### config.mk
export PLATFORM = sky130hd
export DESIGN_NAME = freq_generator_nco
export DESIGN_NICKNAME = d
export VERILOG_FILES = /design/src/rtl/freq_gen_pkg.sv /design/src/rtl/freq_generator_nco_ramp.sv /design/src/rtl/freq_generator_nco.sv
export SDC_FILE = /design/constraint.sdc
export NUM_CORES = 1
export LEC_CHECK = 0
export BUFFER_PORTS_ARGS = -buffer_cell sky130_fd_sc_hd__buf_2
export CORE_AREA = 4 4 173 175
export DETAILED_ROUTE_END_ITERATION = 12
export DIE_AREA = 0 0 177 179
export PLACE_DENSITY_LB_ADDON = 0.25
export SLEW_MARGIN = 25
export SYNTH_ARGS = -nofsm -noshare
export SYNTH_HDL_FRONTEND = slang
export SYNTH_HIERARCHICAL = 1
export SYNTH_SLANG_ARGS = --single-unit
### constraint.sdc
create_clock -name clk_40_mhz -period 12.5 [get_ports clk_40_mhz]
set_input_delay 2.5 -clock clk_40_mhz [delete_from_list [all_inputs] [get_ports clk_40_mhz]]
set_output_delay 2.5 -clock clk_40_mhz [all_outputs]
set_load 0.005 [all_outputs]
### src/rtl/freq_gen_pkg.sv
// Shared constants, types and helper functions for the NCO frequency generator.
//   PHASE_STEPS_DEF / DEG_SCALE_DEF : default phase resolution (0.0625 deg)
//   calc_gain()                     : fractional increment per 0.1 Hz per clock
//   deg_to_steps()                  : saturating degrees -> phase steps
package freq_gen_pkg;

  localparam int unsigned PHASE_STEPS_DEF = 5760;
  localparam int unsigned DEG_SCALE_DEF   = 16;

  typedef logic        [15:0] phase_t;
  typedef logic signed [15:0] freq_t;

  // round(2^frac_w * steps / tick_hz); tick_hz is the clock rate times 10
  // because frequencies are carried in 0.1 Hz units.
  function automatic int unsigned calc_gain(input int unsigned     frac_w,
                                            input int unsigned     steps,
                                            input longint unsigned tick_hz);
    longint unsigned num;
    num = (64'd1 << frac_w) * steps;
    return 32'((num + tick_hz / 2) / tick_hz);
  endfunction

  // Shift angles above 359 deg saturate rather than wrap.
  function automatic logic [16:0] deg_to_steps(input logic [8:0]    deg,
                                               input int unsigned   scale);
    logic [8:0] sat;
    sat = (deg > 9'd359) ? 9'd359 : deg;
    return 17'(sat * scale);
  endfunction

endpackage

### src/rtl/freq_generator_nco_ramp.sv
// freq_ramp: target conditioning, free-running ramp divider and slew limiter.
//   i_clk, i_rst_n : clock, asynchronous active-low reset
//   i_enable       : low clears the applied frequency and the divider
//   i_freq         : requested frequency, 0.1 Hz, signed
//   o_freq_act     : slew-limited frequency actually applied
//   o_at_target    : o_freq_act equals the conditioned target
module freq_ramp
  import freq_gen_pkg::*;
#(
  parameter int FREQ_MAX  = 5000,
  parameter int FREQ_MIN  = 100,
  parameter int RAMP_STEP = 1,
  parameter int RAMP_DIV  = 4000
) (
  input  logic  i_clk,
  input  logic  i_rst_n,
  input  logic  i_enable,
  input  freq_t i_freq,
  output freq_t o_freq_act,
  output logic  o_at_target
);

  localparam int DIV_W = (RAMP_DIV > 1) ? $clog2(RAMP_DIV) : 1;
  localparam logic [DIV_W-1:0] DIV_LAST = DIV_W'(RAMP_DIV - 1);
  localparam freq_t F_MAX = freq_t'(FREQ_MAX);
  localparam freq_t F_MIN = freq_t'(FREQ_MIN);
  localparam logic signed [17:0] STEP_X = 18'(RAMP_STEP);

  freq_t            r_target;
  freq_t            r_freq;
  logic [DIV_W-1:0] r_div;

  freq_t            w_target;
  freq_t            w_freq_next;
  logic signed [17:0] w_tgt_x, w_cur_x, w_diff, w_cand;

  always_comb begin
    w_target = i_freq;
    if (i_freq > FREQ_MAX)                    w_target = F_MAX;
    else if (i_freq < -FREQ_MAX)              w_target = -F_MAX;
    else if (i_freq > 0 && i_freq < FREQ_MIN) w_target = F_MIN;
    else if (i_freq < 0 && i_freq > -FREQ_MIN) w_target = -F_MIN;
  end

  // Step toward the target; a step that would cross zero lands on zero so a
  // reversal always dwells at standstill for one ramp period.
  always_comb begin
    w_tgt_x = {{2{r_target[15]}}, r_target};
    w_cur_x = {{2{r_freq[15]}}, r_freq};
    w_diff  = w_tgt_x - w_cur_x;
    w_cand  = w_cur_x;
    if (w_diff > 0) begin
      w_cand = (w_diff < STEP_X) ? w_tgt_x : w_cur_x + STEP_X;
      if (w_cur_x < 0 && w_cand > 0) w_cand = '0;
    end else if (w_diff < 0) begin
      w_cand = (-w_diff < STEP_X) ? w_tgt_x : w_cur_x - STEP_X;
      if (w_cur_x > 0 && w_cand < 0) w_cand = '0;
    end
    w_freq_next = w_cand[15:0];
  end

  always_ff @(posedge i_clk or negedge i_rst_n) begin
    if (!i_rst_n) begin
      r_target <= '0;
      r_freq   <= '0;
      r_div    <= '0;
    end else begin
      r_target <= w_target;
      if (!i_enable) begin
        r_freq <= '0;
        r_div  <= '0;
      end else if (r_div == DIV_LAST) begin
        r_div  <= '0;
        r_freq <= w_freq_next;
      end else begin
        r_div  <= r_div + 1'b1;
      end
    end
  end

  assign o_freq_act  = r_freq;
  assign o_at_target = (r_freq == r_target);

endmodule

### src/rtl/freq_generator_nco.sv
// freq_generator_nco: fractional-accumulator NCO producing a phase index plus
// N_CH shifted copies, a revolution tick and a ramped applied frequency.
//   clk_40_mhz, rst_n : clock, asynchronous active-low reset
//   enable            : low synchronously clears all running state
//   input_freq        : target frequency, 0.1 Hz, sign = direction
//   shift_deg         : per-channel shift in degrees, channel i at [9i+8:9i]
//   phase             : unshifted phase index 0 .. PHASE_STEPS-1
//   phase_shift       : shifted phase indices, channel i at [16i+15:16i]
//   freq_act          : ramped frequency actually applied
//   rev_tick          : one-cycle pulse aligned with a phase wrap
//   at_target         : freq_act equals the conditioned target
module freq_generator_nco
  import freq_gen_pkg::*;
#(
  parameter int          PHASE_STEPS = PHASE_STEPS_DEF,
  parameter int          DEG_SCALE   = DEG_SCALE_DEF,
  parameter int          N_CH        = 3,
  parameter int          FRAC_W      = 32,
  parameter int unsigned GAIN        = calc_gain(FRAC_W, PHASE_STEPS, 64'd400_000_000),
  parameter int          FREQ_MAX    = 5000,
  parameter int          FREQ_MIN    = 100,
  parameter int          RAMP_STEP   = 1,
  parameter int          RAMP_DIV    = 4000
) (
  input  logic                  clk_40_mhz,
  input  logic                  rst_n,
  input  logic                  enable,
  input  logic signed [15:0]    input_freq,
  input  logic [N_CH*9-1:0]     shift_deg,
  output logic [15:0]           phase,
  output logic [N_CH*16-1:0]    phase_shift,
  output logic signed [15:0]    freq_act,
  output logic                  rev_tick,
  output logic                  at_target
);

  // At most one carry per clock keeps the phase from skipping indices.
  if (longint'(FREQ_MAX) * longint'(GAIN) >= (64'sd1 <<< FRAC_W)) begin : g_gain_check
    $error("FREQ_MAX * GAIN must be below 2**FRAC_W");
  end
  if (PHASE_STEPS != 360 * DEG_SCALE) begin : g_scale_check
    $error("PHASE_STEPS must equal 360 * DEG_SCALE");
  end

  localparam logic [FRAC_W-1:0] GAIN_W = FRAC_W'(GAIN);
  localparam phase_t            LAST   = phase_t'(PHASE_STEPS - 1);

  logic [FRAC_W-1:0]  r_acc;
  phase_t             r_phase;
  logic [N_CH*16-1:0] r_phase_shift;
  logic               r_rev_tick;

  freq_t              w_freq_act;
  logic [15:0]        w_mag;
  logic [FRAC_W-1:0]  w_inc;
  logic [FRAC_W-1:0]  w_acc_sum;
  logic               w_carry;
  phase_t             w_phase_next;
  logic               w_wrap;
  logic [N_CH*16-1:0] w_phase_shift;

  freq_ramp #(
    .FREQ_MAX  (FREQ_MAX),
    .FREQ_MIN  (FREQ_MIN),
    .RAMP_STEP (RAMP_STEP),
    .RAMP_DIV  (RAMP_DIV)
  ) u_ramp (
    .i_clk       (clk_40_mhz),
    .i_rst_n     (rst_n),
    .i_enable    (enable),
    .i_freq      (input_freq),
    .o_freq_act  (w_freq_act),
    .o_at_target (at_target)
  );

  // Zero frequency gives a zero increment, so the accumulator holds.
  always_comb begin
    w_mag = w_freq_act[15] ? 16'(-w_freq_act) : w_freq_act;
    w_inc = FRAC_W'(w_mag) * GAIN_W;
    {w_carry, w_acc_sum} = {1'b0, r_acc} + {1'b0, w_inc};
  end

  always_comb begin
    w_phase_next = r_phase;
    w_wrap       = 1'b0;
    if (w_carry) begin
      if (!w_freq_act[15]) begin
        if (r_phase == LAST) begin
          w_phase_next = '0;
          w_wrap       = 1'b1;
        end else begin
          w_phase_next = r_phase + 16'd1;
        end
      end else begin
        if (r_phase == '0) begin
          w_phase_next = LAST;
          w_wrap       = 1'b1;
        end else begin
          w_phase_next = r_phase - 16'd1;
        end
      end
    end
  end

  // Built from phase_next so the shifted outputs land on the same edge as
  // phase; the sum stays below 2*PHASE_STEPS, one subtract suffices.
  always_comb begin
    logic [16:0] v_sum;
    w_phase_shift = '0;
    for (int unsigned i = 0; i < N_CH; i++) begin
      v_sum = 17'(w_phase_next) + deg_to_steps(shift_deg[9*i +: 9], DEG_SCALE);
      if (v_sum >= 17'(PHASE_STEPS)) v_sum = v_sum - 17'(PHASE_STEPS);
      w_phase_shift[16*i +: 16] = v_sum[15:0];
    end
  end

  always_ff @(posedge clk_40_mhz or negedge rst_n) begin
    if (!rst_n) begin
      r_acc         <= '0;
      r_phase       <= '0;
      r_phase_shift <= '0;
      r_rev_tick    <= 1'b0;
    end else if (!enable) begin
      r_acc         <= '0;
      r_phase       <= '0;
      r_phase_shift <= '0;
      r_rev_tick    <= 1'b0;
    end else begin
      r_acc         <= w_acc_sum;
      r_phase       <= w_phase_next;
      r_phase_shift <= w_phase_shift;
      r_rev_tick    <= w_wrap;
    end
  end

  assign phase       = r_phase;
  assign phase_shift = r_phase_shift;
  assign freq_act    = w_freq_act;
  assign rev_tick    = r_rev_tick;

endmodule

# [Yosys cells after proc, flatten, opt, wreduce, memory -nomap -nowiden]
# Cells that the tools add are included.
# Widths: inputs -> output; s select.
[totals] register_bits=141 in_bits=46 output_inout_bits=82 word_cells=87
[op_classes] addsub=15 multipliers=1 n_lt_le_gt_ge=20 n_eq_ne=5 muxes=33 reduce_logical=6
[op_table] cell="$mux 16" count=19
[op_table] cell="$add 16x13->17" count=3
[op_table] cell="$ge 17x13->1 const B" count=3
[op_table] cell="$mux 48" count=1
[op_table] cell="$sub 16x13->16 const B" count=3
[op_table] cell="$mux 18" count=2
[op_table] cell="$add 32x32->33" count=1
[op_table] cell="$gt 16x1->1 const B" count=2
[op_table] cell="$lt 16x1->1 const B" count=2
[op_table] cell="$mux 32" count=1
[op_table] cell="$mul 16x13->29 const B" count=1
[op_table] cell="$gt 9x9->1 const B" count=3
[op_table] cell="$mux 9" count=3
[op_table] cell="$mux 12" count=2
[op_table] cell="$gt 18x1->1 const B" count=1
[op_table] cell="$lt 18x1->1 const B" count=1
[op_table] cell="$lt 18x2->1 const B" count=1
[op_table] cell="$neg 17->18" count=1
[op_table] cell="$add 16x2->17 const B" count=1
[op_table] cell="$gt 17x1->1 const B" count=1
[op_table] cell="$lt 17x1->1 const B" count=1
[op_table] cell="$lt 17x2->1 const B" count=1
[op_table] cell="$sub 16x16->17" count=1
[op_table] cell="$sub 16x2->17 const B" count=1
[op_table] cell="17 further kinds" count=24

# [Logic depth before layout (Yosys ltp)]
[depth] word_depth=11 ltp_mapped=52 ltp_nobuf=50

# [Modules after synthesis]
# The synthesis kept the hierarchy.
[by_module_without_submodules] mod="freq_generator_nco" instances=1 cells_per_inst=1330 area_each_um2=11453.5 seq_area_each_um2=2052.0
[by_module_without_submodules] mod="freq_ramp" instances=1 cells_per_inst=514 area_each_um2=4025.1 seq_area_each_um2=1101.1

# [Least setup slack after synthesis]
# Ideal clock, no wire load.
[synth_path] path_kind="register to register" from="register u_ramp.r_freq[15], in the netlist u_ramp/o_freq_act[15]" to="register r_phase_shift[26], in the netlist phase_shift[26]" setup_time_ns=0.119 arrival_ns=11.461 t_required_ns=12.381 path_slack_ns=0.920 stages_incl_launch_ff=49 path_buffers=6 synth_period_minus_slack_ns=11.580 path_cell_list="dfrtp_1 > clkbuf_1 > buf_1 > clkbuf_1 > clkbuf_1 > nand2_1 > o21ai_0 > inv_1 > fa_1 > fa_1 > inv_1 > fa_1 > fa_1 > inv_1 > fa_1 > inv_1 > ha_1 > a2111oi_0 > [13 not listed] > buf_1 > nand2_1 > nand2_1 > mux4_2 > a21boi_0 > ha_1 > fa_1 > a211o_1 > a211oi_1 > nor2_1 > or2_2 > a21o_1 > a21oi_1 > nand3_4 > a2111oi_4 > buf_6 > nor3_1 > o21a_1"
[synth_between] elab_chain_len=9 word_cells_on_any_way=11 classes_between="4 x add/sub; 1 x mul; 1 x order compare; 5 x mux"
[synth_rtl] item="start, declared" line="freq_generator_nco_ramp.sv:30" rtl="freq_t r_freq;"
[synth_rtl] item="start signal, assigned" line="freq_generator_nco_ramp.sv:74" rtl="r_freq <= w_freq_next;"
[synth_rtl] item="$neg 16->16" line="freq_generator_nco.sv:78" rtl="w_mag = w_freq_act[15] ? 16'(-w_freq_act) : w_freq_act;"
[synth_rtl] item="$mux 16" line="freq_generator_nco.sv:78"
[synth_rtl] item="$mul 16x13->29" line="freq_generator_nco.sv:79" rtl="w_inc = FRAC_W'(w_mag) * GAIN_W;"
[synth_rtl] item="$add 32x32->33" line="freq_generator_nco.sv:80" rtl="{w_carry, w_acc_sum} = {1'b0, r_acc} + {1'b0, w_inc};"
[synth_rtl] item="$mux 16 (*)" line="freq_generator_nco.sv:86" rtl="if (w_carry) begin"
[synth_rtl] item="$add 16x13->17 (*)" line="freq_generator_nco.sv:111" rtl="v_sum = 17'(w_phase_next) + deg_to_steps(shift_deg[9*i +: 9], DEG_SCALE);"
[synth_rtl] item="$sub 16x13->16 / $ge 17x13->1 (equally long branches)" line="freq_generator_nco.sv:112" rtl="if (v_sum >= 17'(PHASE_STEPS)) v_sum = v_sum - 17'(PHASE_STEPS);"
[synth_rtl] item="$mux 16 (*)" line="freq_generator_nco.sv:112"
[synth_rtl] item="$mux 48 (*)" line="freq_generator_nco.sv:123" rtl="end else if (!enable) begin"
[synth_rtl] item="end signal, assigned" line="freq_generator_nco.sv:131" rtl="r_phase_shift <= w_phase_shift;"
[synth_rtl] item="end, declared" line="freq_generator_nco.sv:50" rtl="logic [N_CH*16-1:0] r_phase_shift;"
# Mark *: on every way between the ends. The rest lies on a longest branch, timed or not.
# A chain may end at the register's enable or synchronous reset.

# [Worst setup path in the final report]
[layout_path] from="register u_ramp.r_freq[1], in the netlist u_ramp/o_freq_act[1]" to="register r_phase_shift[44], in the netlist phase_shift[44]"
[layout_between] elab_chain_len=9 word_cells_on_any_way=10 classes_between="4 x add/sub; 1 x mul; 1 x order compare; 4 x mux"
[layout_rtl] item="$neg 16->16" line="freq_generator_nco.sv:78"
[layout_rtl] item="$mux 16 (*)" line="freq_generator_nco.sv:78"
[layout_rtl] item="$mul 16x13->29 (*)" line="freq_generator_nco.sv:79"
[layout_rtl] item="$add 32x32->33 (*)" line="freq_generator_nco.sv:80"
[layout_rtl] item="$mux 16 (*)" line="freq_generator_nco.sv:86"
[layout_rtl] item="$add 16x13->17 (*)" line="freq_generator_nco.sv:111"
[layout_rtl] item="$sub 16x13->16 / $ge 17x13->1 (equally long branches)" line="freq_generator_nco.sv:112"
[layout_rtl] item="$mux 16 (*)" line="freq_generator_nco.sv:112"
[layout_rtl] item="$mux 48 (*)" line="freq_generator_nco.sv:123"
# Marked as above.

==> results.json <==
{
  "status": "finished clean",
  "grt_use_total": 0.2626,
  "drv_slew": 0,
  "antenna_found_initial": 0,
  "num_antenna_cells": 0,
  "synth_nets": 2142,
  "r2r_end": "phase_shift[44]",
  "cts_root_buf": "clkbuf_16",
  "numCtsBuffers": 17,
  "synth_area_sq_um": 15480,
  "slew_headroom": 0.2567,
  "drive_gt1_frac": 0.1343,
  "ys_types": 102,
  "min_delay_worst_endpoint": "u_ramp/r_div[0]",
  "cts_max_level": 4,
  "cts.sink_count": 126,
  "syn-instance-count": 1844,
  "grt_max_degree": 68,
  "drc": 0,
  "worstReg2RegStart": "u_ramp/o_freq_act[1]",
  "ys_async_sr_fraction": 1.000,
  "clockBufferDepth": 2,
  "post_drt_via_cell_ratio": 5.999,
  "grt_busiest_layer": "met2",
  "gr-usage-met1": 0.3579,
  "post-place-ws_ps": -33.93,
  "synth_seq_cells": 126,
  "pin_count": 128,
  "rows": 62,
  "holdPathStages": 1,
  "synth_warnings": 6,
  "nFillCells": 2567,
  "multi_input_area_sq_um": 11410,
  "ant_nets": 0,
  "max_stage_delay_ps": 600,
  "syn_avg_cell_area_sq_um": 8.394,
  "gr-total-overflow": 0,
  "cp_common_cell": "buf_4",
  "critPathBufInv": 7,
  "worstRegToRegCells": 46,
  "hp-start": "u_ramp/r_div[0]",
  "critPathSlowestCell": "or4b_2",
  "routed_wl_mm": 41.98,
  "synth_edf_count": 0,
  "crit_type": "flip-flop to flip-flop",
  "use_met2": 0.4438,
  "crit_required_ps": 12820,
  "ys_seq_area_frac": 0.2037,
  "holdBufCountCts": 0,
  "ff_latch_area_sq_um": 3153,
  "syn2layout_area_growth_pct": 11.34,
  "ys.flop_type": "dfrtp_1",
  "grt_pass1_wl_mm": 67.99,
  "cap_violations": 0,
  "coreArea_sq_um": 28470,
  "period_needed_ps": 11860,
  "fin_nets": 2258,
  "first_iter_violations": 1071,
  "routedWlPerCell_um": 17.81,
  "fin_skew_ps": 19.19,
  "die_area_sq_um": 31680,
  "initial_core_util": 0.5437,
  "grtUsageMet3": 0.03016,
  "worst_slew_pin_slew_ps": 1110,
  "cts_tree": "done",
  "fin_ws_ps": 643.6,
  "hpwl_mm": 32.85,
  "crit_arrival_ps": 12170,
  "rsz0062_at_grt": "false",
  "critical_path.max_fanout": 12,
  "first_global_vias": 13570,
  "crit_path_start_kind": "flip-flop",
  "setup.worst_path.end_class": "flip-flop",
  "vias": 14140,
  "rrSetupSlack_ps": 640,
  "clkLatencyLatePin_ps": 430,
  "setup_viol": 0,
  "port_buffers": 127,
  "die_w_um": 177,
  "hold_class": "flip-flop to flip-flop",
  "fin_crit_sh": 0.9485,
  "cpLargestDelayFamily": "simple AND/OR/NAND/NOR gates",
  "fmax_mhz": 84.34,
  "place.gp.congestion": 0.9570,
  "dieHeight_um": 179,
  "firstDrtPassIters": 5,
  "hold_viol": 0,
  "cts.clk_slew.worst_paths_ps": 70
}
==> per-layer routing <==
layer / share of wire / wire [um]
met1: 0.44 / 18500
met2: 0.47 / 19890
met3: 0.062 / 2616
met4: 0.023 / 969
met5: 0 / 0
==> worst max path at each step <==
stage	cells past startpoint	slack, ps	end	from
global route	47	30	phase_shift[30]	u_ramp/o_freq_act[0]
global placement	46	160	phase_shift[26]	u_ramp/o_freq_act[0]
detailed placement	48	-30	phase_shift[14]	u_ramp/o_freq_act[0]
floorplan	48	920	phase_shift[26]	u_ramp/o_freq_act[15]
finish	46	640	phase_shift[44]	u_ramp/o_freq_act[1]
CTS	48	20	phase_shift[42]	u_ramp/o_freq_act[0]
==> flip-flops by register name, summed over array words and instances (netlist names) <==
signal,count
u_ramp/o_freq_act,16
r_acc,29
u_ramp/r_div,12
rev_tick,1
phase_shift,40
u_ramp/r_target,16
phase,12
==> placed cells by master (no fill, tap or decap), types with 35 or more instances in the layout <==
| cell | Yosys | routed |
|---|---|---|
| o21ai_0 | 78 | 75 |
| nand3_1 | 60 | 60 |
| fa_1 | 73 | 73 |
| buf_4 | 14 | 40 |
| nor2_1 | 148 | 148 |
| xnor2_1 | 80 | 78 |
| nor3_1 | 59 | 58 |
| buf_2 | 7 | 126 |
| a21oi_1 | 112 | 111 |
| and2_1 | 41 | 41 |
| inv_1 | 179 | 178 |
| a21o_1 | 35 | 35 |
| xor2_1 | 56 | 52 |
| dfrtp_1 | 126 | 126 |
| ha_1 | 179 | 177 |
| nand2_1 | 110 | 109 |
==> timing repair <==
action                     in CTS  in global routing
cloned                          0                  0
resized for setup               1                 26
hold endpoints to repair        0                  0
pin swaps                       1                  2
buffers inserted                0                  4
setup endpoints to repair      10                 27
==> Yosys cell counts, drive strengths merged (28+ instances only) <==
cell / count / area [sq um]
inv: 180 / 675.6
ha: 179 / 2240
nor2: 148 / 555.5
dfrtp: 126 / 3153
a21oi: 113 / 576.8
nand2: 110 / 412.9
o21ai: 87 / 439.2
xnor2: 80 / 700.7
fa: 73 / 1461
nand3: 62 / 327.8
nor3: 59 / 295.3
xor2: 56 / 490.5
and2: 43 / 271.5
clkbuf: 41 / 153.9
a21o: 35 / 262.8
nand2b: 30 / 187.7
nor4: 30 / 224.0
buf: 28 / 188.9
==> layout make-up <==
type                       count  area share
clock buffer                  18     0.02548
sequential                   126      0.1830
timing repair buffer         166     0.05401
tap                          384     0.02788
multi-input combinational   1466      0.6622
inverter                     183     0.03986
clock inverter                14    0.007623
==> worst register-to-register path: cells and delay by family, from the launching register on <==
family	cells	cell delay, ps
xor+xnor	1	170
simple gates	15	3760
compound gates	16	3460
buf+inv	7	1150
fa+ha+maj	7	2860
flops	1	400
==> logic make-up (layout without fill, tap and decap cells) <==
family / count (synthesis) / after routing / share of synthesized area
simple gates: 625 / 625 / 0.2120
mux: 14 / 14 / 0.01010
xor+xnor: 136 / 136 / 0.07695
buf+inv: 252 / 381 / 0.06653
flops: 126 / 126 / 0.2037
fa+ha+maj: 252 / 252 / 0.2391
compound gates: 439 / 439 / 0.1916
==> stage by stage <==
| step | util | instances | cell area [sq um] | setup TNS, ps | hold slack [ps] |
|---|---|---|---|---|---|
| 5_1_grt | 0.6053 | 2357 | 17230 | 0 | 526.1 |
| 4_1_cts | 0.6002 | 2353 | 17090 | 0 | 496.1 |
| 2_1_floorplan | - | 1844 | 15480 | 0 | 455.1 |
| 3_5_place_dp | 0.5802 | 2321 | 16520 | -77.71 | 481.9 |
| 6_report | 0.6053 | 2357 | 17230 | 0 | 495.8 |
| 3_3_place_gp | 0.5802 | 2321 | 16520 | 0 | 476.9 |
Power is not shown: default switching activity piles up to over one toggle a cycle in this logic, so the estimate is an artifact.
